<file path="src/rtl/unidade_regras_seq.sv">
// Rule-walk sequencer for the 3x3 fuzzy rule base: drives antecedent selects, consequent
// readback and one-hot write strobes. Optional macro UNIDADE_REGRAS_SKIP_EN skips code-3 rules.
module unidade_regras_seq #(
  parameter int N_ANT = 3,
  parameter int PW    = 4
) (
  input  logic            clk,
  input  logic            rst,
  input  logic            start,
  input  logic            abort,
  input  logic [17:0]     rule_map,
  output logic [1:0]      sel_2,
  output logic [1:0]      sel_1,
  output logic [1:0]      mux_8canais,
  output logic [PW-1:0]   pos_men,
  output logic            clr_out,
  output logic            busy,
  output logic            done
);

  typedef enum logic [2:0] {
    ST_IDLE  = 3'd0,
    ST_CLEAR = 3'd1,
    ST_APPLY = 3'd2,
    ST_WRITE = 3'd3,
    ST_DONE  = 3'd4
  } state_t;

  localparam logic [1:0] LAST_IDX = 2'(N_ANT - 1);
  localparam logic [1:0] CODE_OFF = 2'd3;

  state_t       state_r;
  logic [17:0]  map_r;
  logic [1:0]   i_r;
  logic [1:0]   j_r;

  logic [3:0]   k_s;
  logic [1:0]   cur_code_s;
  logic         first_none_s;
  logic [1:0]   first_i_s;
  logic [1:0]   first_j_s;
  logic [1:0]   first_code_s;
  logic         adv_last_s;
  logic [1:0]   adv_i_s;
  logic [1:0]   adv_j_s;
  logic [1:0]   adv_code_s;

  function automatic logic [3:0] k_of(input logic [1:0] i, input logic [1:0] j);
    return ({2'b00, i} * 4'd3) + {2'b00, j};
  endfunction

  function automatic logic [1:0] code_at(input logic [17:0] map, input logic [3:0] k);
    logic [17:0] sh;
    sh = map >> {k, 1'b0};
    return sh[1:0];
  endfunction

  function automatic logic [PW-1:0] strobe(input logic [1:0] code);
    logic [PW-1:0] r;
    r = '0;
    if (code != CODE_OFF) begin
      r[code] = 1'b1;
    end else begin
      r = '0;
    end
    return r;
  endfunction

`ifdef UNIDADE_REGRAS_SKIP_EN
  localparam logic [3:0] K_NONE = 4'd9;

  logic [3:0] first_k_s;
  logic [3:0] adv_k_s;

  // Lowest enabled rule index at or after 'from'; K_NONE when none remain.
  function automatic logic [3:0] next_enabled(input logic [17:0] map, input logic [3:0] from);
    logic [3:0] r;
    r = K_NONE;
    for (int k = 8; k >= 0; k--) begin
      if ((4'(k) >= from) && (map[2*k +: 2] != CODE_OFF)) begin
        r = 4'(k);
      end else begin
        r = r;
      end
    end
    return r;
  endfunction

  function automatic logic [1:0] i_of(input logic [3:0] k);
    case (k)
      4'd0, 4'd1, 4'd2: return 2'd0;
      4'd3, 4'd4, 4'd5: return 2'd1;
      4'd6, 4'd7, 4'd8: return 2'd2;
      default:          return 2'd0;
    endcase
  endfunction

  function automatic logic [1:0] j_of(input logic [3:0] k);
    case (k)
      4'd0, 4'd3, 4'd6: return 2'd0;
      4'd1, 4'd4, 4'd7: return 2'd1;
      4'd2, 4'd5, 4'd8: return 2'd2;
      default:          return 2'd0;
    endcase
  endfunction
`endif

  // Rule-index arithmetic: current code, first rule after CLEAR, and the rule after this WRITE.
  always_comb begin
    k_s        = k_of(i_r, j_r);
    cur_code_s = code_at(map_r, k_s);
`ifdef UNIDADE_REGRAS_SKIP_EN
    first_k_s    = next_enabled(map_r, 4'd0);
    adv_k_s      = next_enabled(map_r, k_s + 4'd1);
    first_none_s = (first_k_s == K_NONE);
    adv_last_s   = (adv_k_s == K_NONE);
    first_i_s    = i_of(first_k_s);
    first_j_s    = j_of(first_k_s);
    adv_i_s      = i_of(adv_k_s);
    adv_j_s      = j_of(adv_k_s);
`else
    first_none_s = 1'b0;
    first_i_s    = 2'd0;
    first_j_s    = 2'd0;
    adv_last_s   = (i_r == LAST_IDX) && (j_r == LAST_IDX);
    if (j_r == LAST_IDX) begin
      adv_j_s = 2'd0;
      if (i_r == LAST_IDX) begin
        adv_i_s = 2'd0;
      end else begin
        adv_i_s = i_r + 2'd1;
      end
    end else begin
      adv_i_s = i_r;
      adv_j_s = j_r + 2'd1;
    end
`endif
    first_code_s = code_at(map_r, k_of(first_i_s, first_j_s));
    adv_code_s   = code_at(map_r, k_of(adv_i_s, adv_j_s));
  end

  // Sequencer FSM with every control output registered.
  always_ff @(posedge clk or negedge rst) begin
    if (!rst) begin
      state_r     <= ST_IDLE;
      map_r       <= 18'd0;
      i_r         <= 2'd0;
      j_r         <= 2'd0;
      sel_2       <= 2'd0;
      sel_1       <= 2'd0;
      mux_8canais <= 2'd0;
      pos_men     <= '0;
      clr_out     <= 1'b0;
      busy        <= 1'b0;
      done        <= 1'b0;
    end else begin
      case (state_r)
        ST_IDLE: begin
          if (!abort && start) begin
            state_r <= ST_CLEAR;
            map_r   <= rule_map;
            i_r     <= 2'd0;
            j_r     <= 2'd0;
            clr_out <= 1'b1;
            busy    <= 1'b1;
          end else begin
            state_r <= ST_IDLE;
          end
        end
        ST_CLEAR: begin
          clr_out <= 1'b0;
          if (abort) begin
            state_r <= ST_IDLE;
            busy    <= 1'b0;
          end else if (first_none_s) begin
            state_r <= ST_DONE;
            busy    <= 1'b0;
            done    <= 1'b1;
          end else begin
            state_r     <= ST_APPLY;
            i_r         <= first_i_s;
            j_r         <= first_j_s;
            sel_2       <= first_i_s;
            sel_1       <= first_j_s;
            mux_8canais <= first_code_s;
            pos_men     <= '0;
          end
        end
        ST_APPLY: begin
          if (abort) begin
            state_r     <= ST_IDLE;
            sel_2       <= 2'd0;
            sel_1       <= 2'd0;
            mux_8canais <= 2'd0;
            pos_men     <= '0;
            busy        <= 1'b0;
          end else begin
            state_r <= ST_WRITE;
            pos_men <= strobe(cur_code_s);
          end
        end
        ST_WRITE: begin
          pos_men <= '0;
          if (abort || adv_last_s) begin
            // abort and end-of-walk share the cleanup; only the latter reaches DONE.
            state_r     <= abort ? ST_IDLE : ST_DONE;
            done        <= !abort;
            sel_2       <= 2'd0;
            sel_1       <= 2'd0;
            mux_8canais <= 2'd0;
            busy        <= 1'b0;
          end else begin
            state_r     <= ST_APPLY;
            i_r         <= adv_i_s;
            j_r         <= adv_j_s;
            sel_2       <= adv_i_s;
            sel_1       <= adv_j_s;
            mux_8canais <= adv_code_s;
          end
        end
        ST_DONE: begin
          state_r <= ST_IDLE;
          done    <= 1'b0;
        end
        default: begin
          state_r     <= ST_IDLE;
          sel_2       <= 2'd0;
          sel_1       <= 2'd0;
          mux_8canais <= 2'd0;
          pos_men     <= '0;
          clr_out     <= 1'b0;
          busy        <= 1'b0;
          done        <= 1'b0;
        end
      endcase
    end
  end

endmodule

</file>
<file path="config.mk">
export PLATFORM = sky130hd
export DESIGN_NAME = unidade_regras_seq
export DESIGN_NICKNAME = d
export VERILOG_FILES = /design/src/rtl/unidade_regras_seq.sv
export SDC_FILE = /design/constraint.sdc
export NUM_CORES = 1
export LEC_CHECK = 0
export CAP_MARGIN = 20
export CORE_MARGIN = 5
export CORE_UTILIZATION = 50
export CTS_BUF_LIST = sky130_fd_sc_hd__clkbuf_4
export DETAILED_ROUTE_END_ITERATION = 10
export PLACE_DENSITY = 0.82
export SLEW_MARGIN = 20
export SYNTH_ARGS = -nofsm -noshare
export SYNTH_HDL_FRONTEND = slang
export SYNTH_SLANG_ARGS = --single-unit
</file>
<file path="constraint.sdc">
create_clock -name clk -period 3.74 [get_ports clk]
set_input_delay 0.748 -clock clk [delete_from_list [all_inputs] [get_ports clk]]
set_output_delay 0.748 -clock clk [all_outputs]
set_load 0.02 [all_outputs]
</file>
* Word level (Yosys, flattened, before mapping) *
Index checks and enable logic that the tools add are counted.

word-level totals
  bits in registers = 38
  input port bits = 22
  output and inout bits = 13
  word-level logic and storage cells = 92

cells by class
  add/subtract/negate cells = 4
  multiply operators = 2
  order comparisons = 2
  equal/unequal tests = 13
  shift operators = 2
  multiplexer cells = 36
  bitwise gates (word level) = 4
  reductions and logical operators = 18

operators by type and width
  operator                                           count
  >> shifter 18 x 5 -> 2 bit                         2
  2-to-1 mux 2 bit                                   14
  case mux 2 bit (4 select lines)                    3
  2-to-1 mux 4 bit                                   3
  inequality test 2 bit (second input constant)      6
  case mux 2 bit (3 select lines)                    2
  case mux 3 bit (4 select lines)                    1
  case mux 4 bit (3 select lines)                    1
  adder 4 x 2 -> 4 bit                               2
  multiplier 2 x 2 -> 4 bit (second input constant)  2
  AND reduction 2 bit                                4
  AND reduction 4 bit                                2
  == test 3 x 2 -> 1 bit (second input constant)     2
  2-to-1 mux 1 bit                                   6
  2-to-1 mux 3 bit                                   2
  OR reduction 3 bit                                 2
  adder 2 x 1 -> 2 bit (second input constant)       2
  == test 2 bit (second input constant)              2
  inverter 1 bit                                     4
  case mux 1 bit (2 select lines)                    2
  case mux 1 bit (4 select lines)                    1
  OR reduction 2 bit                                 2
  == test 3 x 1 -> 1 bit (second input constant)     1
  == test 3 bit (second input constant)              1
  10 further kinds                                   12

* Longest topological paths before layout *
  word-level depth = 10
  mapped depth = 12
  gate-level depth less buffers = 12

* Least setup slack after synthesis *
Ideal clock, no wire load.

  kind = register to register
  start point = register j_r[1]
  end point = register mux_8canais[1]
  setup time = 0.087 ns
  data arrival time = 3.275 ns
  required time = 3.653 ns
  setup slack = 0.378 ns
  stages on the path, launching flop included = 13
  buffers on the path = 0
  period minus slack after synthesis = 3.362 ns
  cells stage by stage = dfrtp_1 nor2b_1 nor2_1 a21oi_1 fa_1 inv_1 ha_1 inv_1 fa_1 or3b_2 nor4_1 a32oi_1 o211ai_1

between the ends
  longest elaborated chain between the ends = 7
  elaborated cells between the ends (all ways) = 11
  classes of those cells = add/sub (2); mul (1); eq/ne (1); shift (1); mux (4); reduce/logical (2)

RTL lines
  item                               RTL line  source
  start: declaration                 35        logic [1:0] j_r;
  start signal: assignment           182       j_r <= first_j_s;
  start signal: assignment           215       j_r <= adv_j_s;
  == test 2 bit                      125, 126
  2-to-1 mux 2 bit                   126       if (j_r == LAST_IDX) begin
  multiplier 2 x 2 -> 4 bit          49        return ({2'b00, i} * 4'd3) + {2'b00, j};
  adder 4 x 2 -> 4 bit               49
  >> shifter 18 x 5 -> 2 bit         54        sh = map >> {k, 1'b0};
  2-to-1 mux 2 bit *                 204       if (abort || adv_last_s) begin
  case mux 2 bit (4 select lines) *  157       case (state_r)
  end signal: assignment             185       mux_8canais <= first_code_s;
  end signal: assignment             218       mux_8canais <= adv_code_s;
  end: declaration                   14        output logic [1:0] mux_8canais,

Mark *: on every way between the ends. The rest lies on a longest branch, timed or not.
A chain may end at the register's enable or synchronous reset.

* Worst setup path after layout *
Ends and elaborated chain as after synthesis.

==> metrics.log <==
[metrics] number of failing hold endpoints at the final stage: 0
[metrics] site row count: 23
[metrics] Mapped Nets: 211
[metrics] Total GRT Usage: 16.35%
[metrics] Post-DP HPWL: 3.224 mm
[metrics] share of flip-flops with an asynchronous set or reset after synthesis: 100.0%
[metrics] most frequent cells after synthesis: 37 x sky130_fd_sc_hd__dfrtp_1, 20 x sky130_fd_sc_hd__mux2_2, 16 x sky130_fd_sc_hd__nand2_1
[metrics] number of buffer cells added on primary ports: 33
[metrics] number of design rule violations left after detail routing: 0
[metrics] final-layout fill cell count: 336
[metrics] Worst Tran Pin Value: 0.5223 ns
[metrics] number of diodes: 0
[metrics] met3 layer wire length in the routed design: 245 µm
[metrics] worst vdd rail ir drop: 0.2310 mV
[metrics] Arrival @ worst endpoint: 3.65 ns
[metrics] detailed-route vias per instance: 5.669
[metrics] minimum clock period after layout: 3.376 ns
[metrics] Post-DRT Antenna Nets: 0
[metrics] Placement Cell Area: 0.002462 mm²
[metrics] post-synth top area cell: sky130_fd_sc_hd__dfrtp_1
[metrics] global-route wire length before repair: 6.955 mm
[metrics] post-cts hold buffer count: 0
[metrics] TritonCTS clock tree: built
[metrics] total of warnings raised by yosys: 0
[metrics] initial core utilization: 51.83%
[metrics] initial detailed-routing violation count: 82
[metrics] Setup crit start kind: register
[metrics] routed wire length per instance: 15.44 µm
[metrics] count of state elements after synthesis: 37
[metrics] Max Cap Viol: 0
[metrics] number of setup violations in the final report: 0
[metrics] Hold Worst Slack: 0.4983 ns
[metrics] biggest area contributors in the synthesized netlist: sky130_fd_sc_hd__dfrtp_1 44%, sky130_fd_sc_hd__mux2_2 11%, sky130_fd_sc_hd__mux4_2 5.4%
[metrics] clock root cell: sky130_fd_sc_hd__clkbuf_4
[metrics] Synth Cell Area: 0.002088 mm²
[metrics] via count of the first global-routing pass: 1,531
[metrics] total gr overflow: 0
[metrics] area delta synth->final: 21.69%
[metrics] maximum level of the CTS H-tree: 2
[metrics] area of the die: 0.005569 mm²
[metrics] part of the Yosys area used for sequential elements: 44.34%
[metrics] Slew Limit Headroom: 64.80%
[metrics] static power due to leakage: 1.072 nW
[metrics] multi-input logic area: 0.001097 mm²
[metrics] number of synthesized flops with an enable pin: 0
[metrics] final wirelength: 4.062 mm
[metrics] placeable core region: 0.004029 mm²
[metrics] total number of vias: 1,491
[metrics] top routing layer in use: met4
[metrics] cell area power density: 455.4 mW/mm²
[metrics] crit-path max FO: 7
[metrics] initial antenna violation count: 0
[metrics] maximum clock path buffer count: 2
[metrics] status: complete, no violations
[metrics] fraction of post-synthesis cell area in the top cell type by area: 44.34%
[metrics] setup TNS: 0 ns
[metrics] maximum number of pins on one net before global-route repair: 38
[metrics] height of the die: 74.63 µm
[metrics] Hold Crit Class: reg2reg
[metrics] number of cells produced by synthesis: 177
[metrics] fin. max-slew vios: 0
[metrics] Max Freq: 0.2962 GHz
[metrics] total I/O pin count: 35
[metrics] routed length on met1: 1.807 mm
[metrics] Synth cell types: 48
[metrics] later-pin clock latency in the skew report: 0.34 ns
[metrics] Req. time, crit path: 4.01 ns
[metrics] Worst Skew: 0.01254 ns
[metrics] fraction of final layout cells with drive strength greater than 1: 20.66%
[metrics] Worst-path clk slew: 0.11 ns
[metrics] # clock sinks: 37
[metrics] library cell with the highest instance count after synthesis: sky130_fd_sc_hd__dfrtp_1
[metrics] kind of end point of the critical path: register
[metrics] final weighted congestion in routability-driven placement: 0.8757
[metrics] met2 routed wirelength: 1.974 mm
[metrics] final cell area excluding filler cells: 0.002541 mm²
[metrics] register cell area after layout: 925.9 µm²
[metrics] path type of the worst setup path: reg2reg
[metrics] average instance area after synthesis: 11.80 µm²
[metrics] Die W: 74.63 µm
[metrics] crit share post-route: 90.27%
[metrics] setup repair after global routing missed its margin: false
[metrics] Top FF cell, synth: sky130_fd_sc_hd__dfrtp_1
[metrics] cts bufs inserted: 5
[metrics] first-pass detailed-route iteration total: 4
[metrics] Layout Nets: 247
-- state kept, by name, summed over array words and instances, names as in the netlist --
name,count
done,1
busy,1
clr_out,1
state_r,3
j_r,2
map_r,18
i_r,2
pos_men,3
mux_8canais,2
sel_1,2
sel_2,2
-- routing by layer --
metal	GRT usage (%)	up-vias
met1	21.14	734
met5	0	-
li1	-	718
met2	27.32	35
met4	4.348	0
met3	4.406	4
-- path summary, 6_finish.rpt --
check | from | endpoint | slack, ns | cells after the start
max | j_r[1]$_DFFE_PN0P_ | mux_8canais[1]$_DFFE_PN0P_ | 0.36 | 12
min | sel_2[1]$_DFFE_PN0P_ | sel_2[1]$_DFFE_PN0P_ | 0.50 | 2
max reg2reg | j_r[1]$_DFFE_PN0P_ | mux_8canais[1]$_DFFE_PN0P_ | 0.36 | 12
min reg2reg | sel_2[1]$_DFFE_PN0P_ | sel_2[1]$_DFFE_PN0P_ | 0.50 | 2
max in group asynchronous | rst | map_r[16]$_DFFE_PN0P_ | 2.60 | 2
min in group asynchronous | rst | state_r[2]$_DFF_PN0_ | 0.82 | 2
-- power breakdown --
| part | total (mW) | switching (mW) | internal, mW |
|---|---|---|---|
| registers | 0.559 | 0.0730 | 0.486 |
| logic | 0.335 | 0.139 | 0.196 |
| clock network | 0.263 | 0.127 | 0.136 |
-- layout by cell type (no fill, tap or decap), drive strengths merged, types with 5 or more instances in the layout --
cell type / instances
nor2: 10
clkdlybuf4s50: 33
inv: 8
a21oi: 6
mux2: 21
mux4: 5
fa: 5
dfrtp: 37
ha: 7
mux2i: 5
nand2: 16
clkbuf: 5
-- final cells by class --
cell class	count	area share, %
clock buffer	5	1.477
clock inverter	2	1.379
timing repair buffer	36	13.88
sequential	37	36.44
inverter	8	1.182
tap	50	2.462
multi-input combinational	125	43.18
-- repair_timing --
item | CTS | global route
gates resized for setup | 0 | 2
setup buffers | 0 | 0
setup endpoints to repair | 0 | 2
-- worst max-delay path, stage by stage (launching register included) --
cell,delay [ns]
sky130_fd_sc_hd__dfrtp_1,0.47
sky130_fd_sc_hd__nor2b_2,0.28
sky130_fd_sc_hd__nor2_1,0.08
sky130_fd_sc_hd__a21oi_2,0.24
sky130_fd_sc_hd__fa_1,0.46
sky130_fd_sc_hd__inv_1,0.07
sky130_fd_sc_hd__ha_1,0.13
sky130_fd_sc_hd__inv_1,0.04
sky130_fd_sc_hd__fa_1,0.60
sky130_fd_sc_hd__or3b_2,0.47
sky130_fd_sc_hd__nor4_1,0.26
sky130_fd_sc_hd__a32oi_1,0.10
sky130_fd_sc_hd__o211ai_1,0.11
-- kinds of logic (layout without fill, tap and decap cells) --
family	after synthesis	count (layout)	synth area share (%)
multiplexers	31	31	19.29
adder cells (fa/ha/maj)	12	12	8.987
buffers and inverters	15	51	3.415
flip-flops	37	37	44.34
AND/OR/NAND/NOR	49	49	12.40
AO/OA/AOI/OAI	31	31	10.97
XOR/XNOR	1	1	0.4195
other	1	1	0.1796
-- metrics by stage --
step | instances | power [mW] | util [%] | worst slack, ns
floorplan | 177 | 0.7694 | - | 0.3782
global placement | 256 | 0.8950 | 61.12 | 0.2918
detailed placement | 256 | 0.9085 | 61.12 | 0.1644
CTS | 263 | 1.172 | 62.92 | 0.1282
global route | 263 | 1.226 | 63.07 | 0.03744
finish | 263 | 1.157 | 63.07 | 0.3639
Note: power is estimated with default switching activity, not from simulation.
